==> src/rtl/vga_timing_gen.sv <==
// rtl/vga_timing_gen.sv - 640x480@60 VGA timing with vblank-committed sprite position registers
// Counter decode is registered from the next-state values so every output lines up with DrawX/DrawY.

module vga_timing_gen #(
  parameter int H_VISIBLE    = 640,
  parameter int H_SYNC_START = 656,
  parameter int H_SYNC_END   = 751,
  parameter int H_TOTAL      = 800,
  parameter int V_VISIBLE    = 480,
  parameter int V_SYNC_START = 490,
  parameter int V_SYNC_END   = 491,
  parameter int V_TOTAL      = 525,
  parameter int SPRITE_X0    = 316,
  parameter int SPRITE_Y0    = 232
) (
  input  logic       Clk,
  input  logic       Reset_n,
  input  logic       upd_valid,
  input  logic [9:0] upd_x,
  input  logic [9:0] upd_y,
  output logic       upd_ready,
  output logic       pixel_clk,
  output logic       hs,
  output logic       vs,
  output logic       blank,
  output logic       sync,
  output logic [9:0] DrawX,
  output logic [9:0] DrawY,
  output logic       frame_start,
  output logic       vblank_start,
  output logic [9:0] SpriteX,
  output logic [9:0] SpriteY
);

  localparam logic [9:0] H_LAST   = 10'(H_TOTAL - 1);
  localparam logic [9:0] V_LAST   = 10'(V_TOTAL - 1);
  localparam logic [9:0] V_VIS_M1 = 10'(V_VISIBLE - 1);
  localparam logic [9:0] H_VIS    = 10'(H_VISIBLE);
  localparam logic [9:0] V_VIS    = 10'(V_VISIBLE);
  localparam logic [9:0] H_SS     = 10'(H_SYNC_START);
  localparam logic [9:0] H_SE     = 10'(H_SYNC_END);
  localparam logic [9:0] V_SS     = 10'(V_SYNC_START);
  localparam logic [9:0] V_SE     = 10'(V_SYNC_END);

  logic       pe;
  logic       line_end;
  logic       enter_frame;
  logic       enter_vblank;
  logic [9:0] x_nxt;
  logic [9:0] y_nxt;
  logic       pend_full;
  logic [9:0] pend_x;
  logic [9:0] pend_y;

  assign pe           = pixel_clk;
  assign line_end     = pe && (DrawX == H_LAST);
  assign enter_frame  = line_end && (DrawY == V_LAST);
  assign enter_vblank = line_end && (DrawY == V_VIS_M1);
  assign upd_ready    = ~pend_full;
  assign sync         = 1'b0;

  always_comb begin
    x_nxt = DrawX;
    y_nxt = DrawY;
    if (pe) begin
      if (DrawX == H_LAST) begin
        x_nxt = '0;
        y_nxt = (DrawY == V_LAST) ? '0 : DrawY + 10'd1;
      end else begin
        x_nxt = DrawX + 10'd1;
      end
    end
  end

  always_ff @(posedge Clk or negedge Reset_n) begin
    if (!Reset_n) begin
      pixel_clk    <= 1'b0;
      DrawX        <= '0;
      DrawY        <= '0;
      hs           <= 1'b1;
      vs           <= 1'b1;
      blank        <= 1'b1;
      frame_start  <= 1'b0;
      vblank_start <= 1'b0;
    end else begin
      pixel_clk    <= ~pixel_clk;
      DrawX        <= x_nxt;
      DrawY        <= y_nxt;
      hs           <= ~((x_nxt >= H_SS) && (x_nxt <= H_SE));
      vs           <= ~((y_nxt >= V_SS) && (y_nxt <= V_SE));
      blank        <= (x_nxt < H_VIS) && (y_nxt < V_VIS);
      frame_start  <= enter_frame;
      vblank_start <= enter_vblank;
    end
  end

  // Commit needs a full buffer and capture needs an empty one, so the two never collide.
  always_ff @(posedge Clk or negedge Reset_n) begin
    if (!Reset_n) begin
      pend_full <= 1'b0;
      pend_x    <= '0;
      pend_y    <= '0;
      SpriteX   <= 10'(SPRITE_X0);
      SpriteY   <= 10'(SPRITE_Y0);
    end else if (enter_vblank && pend_full) begin
      SpriteX   <= pend_x;
      SpriteY   <= pend_y;
      pend_full <= 1'b0;
    end else if (upd_valid && !pend_full) begin
      pend_x    <= upd_x;
      pend_y    <= upd_y;
      pend_full <= 1'b1;
    end
  end

endmodule

==> config.mk <==
export PLATFORM = sky130hd
export DESIGN_NAME = vga_timing_gen
export DESIGN_NICKNAME = d
export VERILOG_FILES = /design/src/rtl/vga_timing_gen.sv
export SDC_FILE = /design/constraint.sdc
export NUM_CORES = 1
export LEC_CHECK = 0
export CAP_MARGIN = 20
export CORE_MARGIN = 5
export CORE_UTILIZATION = 45
export CTS_CLUSTER_DIAMETER = 40
export DETAILED_ROUTE_END_ITERATION = 10
export HOLD_SLACK_MARGIN = 0.08
export PLACE_DENSITY = 0.86
export SYNTH_ARGS = -nofsm -noshare
export SYNTH_HDL_FRONTEND = slang
export SYNTH_SLANG_ARGS = --single-unit
==> constraint.sdc <==
create_clock -name Clk -period 2.2 [get_ports Clk]
set_input_delay 0.44 -clock Clk [delete_from_list [all_inputs] [get_ports Clk]]
set_output_delay 0.44 -clock Clk [all_outputs]
set_load 0.05 [all_outputs]
# Word level (Yosys, flattened, before mapping)

Index checks and enable logic that the tools add are counted.

Register bits: 67
Output and inout port bits: 48
Logic and storage cells: 47
Input bits: 23

Muxes and demuxes: 7
Equal/unequal tests: 3
Add/sub/neg operators: 2
Reduce and logical (&&, ||, !) cells: 11
Order comparisons: 6
Bitwise gates (word level): 5

Operators with widths:

| kind                                                                | count |
|---|---|
| 2-to-1 mux 10 bit                                                   | 5 |
| adder 10 x 1 -> 10 bit (second input constant)                      | 2 |
| equality test 10 bit (second input constant)                        | 2 |
| equality test 10 x 9 -> 1 bit (second input constant)               | 1 |
| greater-or-equal comparator 10 bit (second input constant)          | 1 |
| greater-or-equal comparator 10 x 9 -> 1 bit (second input constant) | 1 |
| <= comparator 10 bit (second input constant)                        | 1 |
| <= comparator 10 x 9 -> 1 bit (second input constant)               | 1 |
| < comparator 10 bit (second input constant)                         | 1 |
| < comparator 10 x 9 -> 1 bit (second input constant)                | 1 |
| logical AND 1 bit                                                   | 8 |
| inverter 1 bit                                                      | 5 |
| 2-to-1 mux 1 bit                                                    | 2 |
| AND reduction 2 bit                                                 | 1 |
| nonzero test 2 bit                                                  | 1 |
| zero test 1 bit                                                     | 1 |

# Logic depth before layout (Yosys ltp)

Word-level depth: 7
Mapped depth: 8
Mapped depth without buffers: 8

# Least setup slack after synthesis

OpenSTA, ideal clock, no wires.

Path type: register to register
Start: register DrawX[0]
End: register blank
Clock period less this slack: 2,320 ps
Required time: 2,118 ps
Setup time: 82 ps
Data arrival time: 2,239 ps
Slack: -120 ps
Cell stages (with the launch flop): 8
Buffers on the path: 0
Cells stage by stage: dfrtp_1 ha_1 and4bb_4 nand3_4 or4_4 xnor2_2 and4_1 nor3_1

Longest elaborated chain between the ends: 5
Elaborated cells between the ends (all ways): 9
Those cells by class: 1 x add/sub; 2 x order compare; 1 x eq/ne; 4 x mux; 1 x reduce/logical

Ends and longest elaborated chain:

| element                      | line | text |
|---|---|---|
| start, declared              | 27   | `output logic [9:0] DrawX,` |
| start signal, assigned       | 87   | `DrawX <= x_nxt;` |
| equality test 10 bit         | 66   | `if (DrawX == H_LAST) begin` |
| 2-to-1 mux 10 bit            | 66   |  |
| 2-to-1 mux 10 bit            | 65   | `if (pe) begin` |
| net y_nxt[5]                 | 50   | `logic [9:0] y_nxt;` |
| < comparator 10 x 9 -> 1 bit | 91   | `blank <= (x_nxt < H_VIS) && (y_nxt < V_VIS);` |
| logical AND 1 bit            | 91   |  |
| end signal, assigned         | 91   |  |
| end, declared                | 25   | `output logic blank,` |

The timed path passes the listed nets, and every way through them passes these cells.
A chain may end at the register's enable or synchronous reset.

# Worst setup path after layout

Start: register DrawY[3]
End: output port DrawY[3]

RTL lines:

| element                | line | text |
|---|---|---|
| start, declared        | 28   | `output logic [9:0] DrawY,` |
| start signal, assigned | 88   | `DrawY <= y_nxt;` |

No word-level cell between the ends.

==> results.sh <==
export IMPL_status="complete, no violations"
export IMPL_final_fill_count=498
export IMPL_setup_viol=0
export IMPL_cts_htree_levels=3
export IMPL_clock_insertion_delay_worst_skew_ns=0.33
export IMPL_coreArea_sq_um=6280
export IMPL_synth_sequential_area_ratio=0.586
export IMPL_reg2reg_slack_ns=0.15
export IMPL_critPathCaptureType="output pin"
export IMPL_power_density_nw_per_um2=692
export IMPL_placement_io_buffers=69
export IMPL_timing_setup_critical_path_class="reg -> out"
export IMPL_num_nets_final=324
export IMPL_layout_cells_most_common="sky130_fd_sc_hd__clkdlybuf4s50_1"
export IMPL_route_detailed_vias_per_inst=5.18
export IMPL_worstPathBufferInverterCount=1
export IMPL_dominantRegCellSynth="sky130_fd_sc_hd__dfrtp_1"
export IMPL_p_leak_uw=0.00174
export IMPL_synthCells=220
export IMPL_place_detailed_hpwl_um=4370
export IMPL_required_ns=1.76
export IMPL_min_path_type="in -> async"
export IMPL_worst_margin_pin_slew_ns=0.517
export IMPL_dr_max_layer_used="met4"
export IMPL_start_util=0.460
export IMPL_chipHeight_um=90.1
export IMPL_cts_made_buffers=9
export IMPL_worst_ir_drop_vdd_uv=557
export IMPL_worstPathMaxFanout=9
export IMPL_yosysTopAreaCell="sky130_fd_sc_hd__dfrtp_1"
export IMPL_yosys_area_top_type_share=0.477
export IMPL_final_setup_worst_slack_ns=0.0906
export IMPL_ys_warn_count=0
export IMPL_yosys_cell_types_count=45
export IMPL_remaining_antenna_violation_count_after_routing=0
export IMPL_chipWidth_um=90.1
export IMPL_grt_overflow_total=0
export IMPL_drt_wirelength_per_cell_um=15.4
export IMPL_worst_clock_skew_ns=0.00900
export IMPL_drc_violation_count_after_routing=0
export IMPL_via_count=1970
export IMPL_path_clk_slew_ns=0.07
export IMPL_grt_setup_unrepaired="false"
export IMPL_syn_area_per_cell_sq_um=13.1
export IMPL_metal_1_wl_um=2550
export IMPL_mostFrequentLayoutCells="sky130_fd_sc_hd__clkdlybuf4s50_1, sky130_fd_sc_hd__dfrtp_1, sky130_fd_sc_hd__mux2_2"
export IMPL_met3RoutedLength_um=373
export IMPL_clock_path_buffers=2
export IMPL_crit_arrival_ns=1.67
export IMPL_slew_violations=0
export IMPL_area_growth_pct=37.3
export IMPL_totalPowerFinal_uw=2740
export IMPL_grt_use_total=0.151
export IMPL_slew_headroom=0.654
export IMPL_cts_hold_buffers=0
export IMPL_antenna_violations_before_repair=0
export IMPL_rr_endpoint="blank"
export IMPL_detail_route_wirelength_um=5850
export IMPL_final_min_period_over_clock_period=0.959
export IMPL_multiInputGateArea_sq_um=1130
export IMPL_finalCriticalPeriod_ns=2.11
export IMPL_antennaDiodeCount=0
export IMPL_register_area_sq_um=1700
export IMPL_totalNegativeSetupSlack_ns=0
export IMPL_post_route_cells_drive_above_1_share=0.300
export IMPL_ys_ff_latch=67
export IMPL_critical_path_top_delay_family="buffers and inverters"
export IMPL_first_global_vias=2180
export IMPL_critical_path_slowest_cell="sky130_fd_sc_hd__clkdlybuf4s50_1"
export IMPL_wire_length_of_the_first_global_routing_pass_um=10100
export IMPL_rows=29
export IMPL_grt_start_max_net_pins=36
export IMPL_final_hold_violating_endpoints=0
export IMPL_io_pins=71
export IMPL_length_of_routed_met2_wiring_um=2840
export IMPL_timing_critical_path_cells="clkdlybuf4s50_1"
export IMPL_synth_net_count=246
export IMPL_drt_iter0_drc=87
export IMPL_fmax_mhz=474
export IMPL_place_congestion=0.878
export IMPL_cts_tree="built"
export IMPL_drt_pass1_iterations=4
export IMPL_numClockSinks=67
export IMPL_synth_async_reset_ratio=1.00
export IMPL_synth_enable_flop_cells=0
export IMPL_maxCapViolCount=0
export IMPL_cts_root_buffer_cell="sky130_fd_sc_hd__clkbuf_8"
export IMPL_synth_top_cells_by_area="sky130_fd_sc_hd__dfrtp_1, sky130_fd_sc_hd__mux2_2, sky130_fd_sc_hd__dfstp_2"
export IMPL_post_synth_instance_area_sq_um=2890
export IMPL_worst_setup_path_start_kind="flop"
export IMPL_worstRegToRegCells=7
export IMPL_preCtsSetupSlack_ns=0.185
export IMPL_floorplan_die_area_sq_um=8110
export IMPL_reg2reg_from="DrawX[0]"
export IMPL_critical_path_max_stage_delay_ns=0.86
## through the flow
stage / cell area [sq um] / hold WS, ns / instances / utilization
finish: 3960 / 0.145 / 380 / 0.631
global route: 3960 / 0.167 / 380 / 0.631
CTS: 3960 / 0.148 / 380 / 0.631
detailed placement: 3700 / 0.479 / 364 / 0.589
global placement: 3700 / 0.464 / 364 / 0.589
floorplan: 2890 / 0.144 / 220 / -
## worst max-delay path by stage
stage | from | endpoint | cells after the start
floorplan | DrawX[0] | SpriteX[1] | 7
global placement | DrawX[0] | blank | 7
detailed placement | DrawX[0] | blank | 7
CTS | DrawY[2] | DrawY[2] | 1
global route | DrawX[0] | blank | 7
finish | DrawY[3] | DrawY[3] | 1
## per-layer routing
layer | vias up | GRT usage
li1 | 935 | -
met5 | - | 0
met2 | 64 | 0.237
met3 | 10 | 0.0401
met4 | 0 | 0.0645
met1 | 961 | 0.196
## final cells by class
| cell class | count | share of cell area |
|---|---|---|
| clock buffer | 9 | 0.0313 |
| clock inverter | 7 | 0.0354 |
| inverter | 5 | 0.00474 |
| multi-input combinational | 138 | 0.284 |
| sequential | 67 | 0.428 |
| tap | 77 | 0.0243 |
| timing repair buffer | 77 | 0.192 |
## flip-flops by register name (all words and copies together) (netlist names), 10 cells and up
| name | count |
|---|---|
| DrawX | 10 |
| DrawY | 10 |
| SpriteX | 10 |
| SpriteY | 10 |
| pend_x | 10 |
| pend_y | 10 |
## repair_timing
item / CTS / global route
gates resized for setup: 0 / 1
setup buffers: 0 / 0
setup endpoints to repair: 0 / 1
## Yosys cell counts (2+ instances only)
cell type / count
sky130_fd_sc_hd__o21a_1: 3
sky130_fd_sc_hd__dfrtp_1: 55
sky130_fd_sc_hd__dfstp_2: 12
sky130_fd_sc_hd__and3_1: 4
sky130_fd_sc_hd__nor3b_1: 2
sky130_fd_sc_hd__and4_1: 2
sky130_fd_sc_hd__nand2_1: 15
sky130_fd_sc_hd__o21ai_0: 6
sky130_fd_sc_hd__nand4b_1: 2
sky130_fd_sc_hd__xor2_1: 3
sky130_fd_sc_hd__clkbuf_1: 3
sky130_fd_sc_hd__and2_1: 2
sky130_fd_sc_hd__ha_1: 3
sky130_fd_sc_hd__xnor2_1: 7
sky130_fd_sc_hd__nor2_1: 6
sky130_fd_sc_hd__mux2_2: 41
sky130_fd_sc_hd__buf_4: 2
sky130_fd_sc_hd__o22ai_1: 2
sky130_fd_sc_hd__or3_1: 2
sky130_fd_sc_hd__a21oi_1: 2
sky130_fd_sc_hd__buf_2: 4
sky130_fd_sc_hd__nand4_1: 6
sky130_fd_sc_hd__nor3_1: 3
sky130_fd_sc_hd__and3_2: 2
sky130_fd_sc_hd__inv_1: 5
sky130_fd_sc_hd__nand3_1: 7
## kinds of logic after synthesis
| group | share of synthesized area |
|---|---|
| mux | 0.167 |
| buf+inv | 0.0238 |
| flops | 0.586 |
| simple gates | 0.138 |
| other cells | 0.00130 |
| fa+ha+maj | 0.0130 |
| compound gates | 0.0343 |
| xor+xnor | 0.0360 |
## where the power goes
group	internal (uW)	switching, uW	total (uW)
Combinational	69.8	42.6	112
Sequential	1280	22.3	1300
Clock	865	464	1330
No activity file was read; power rests on OpenSTA's default activity.
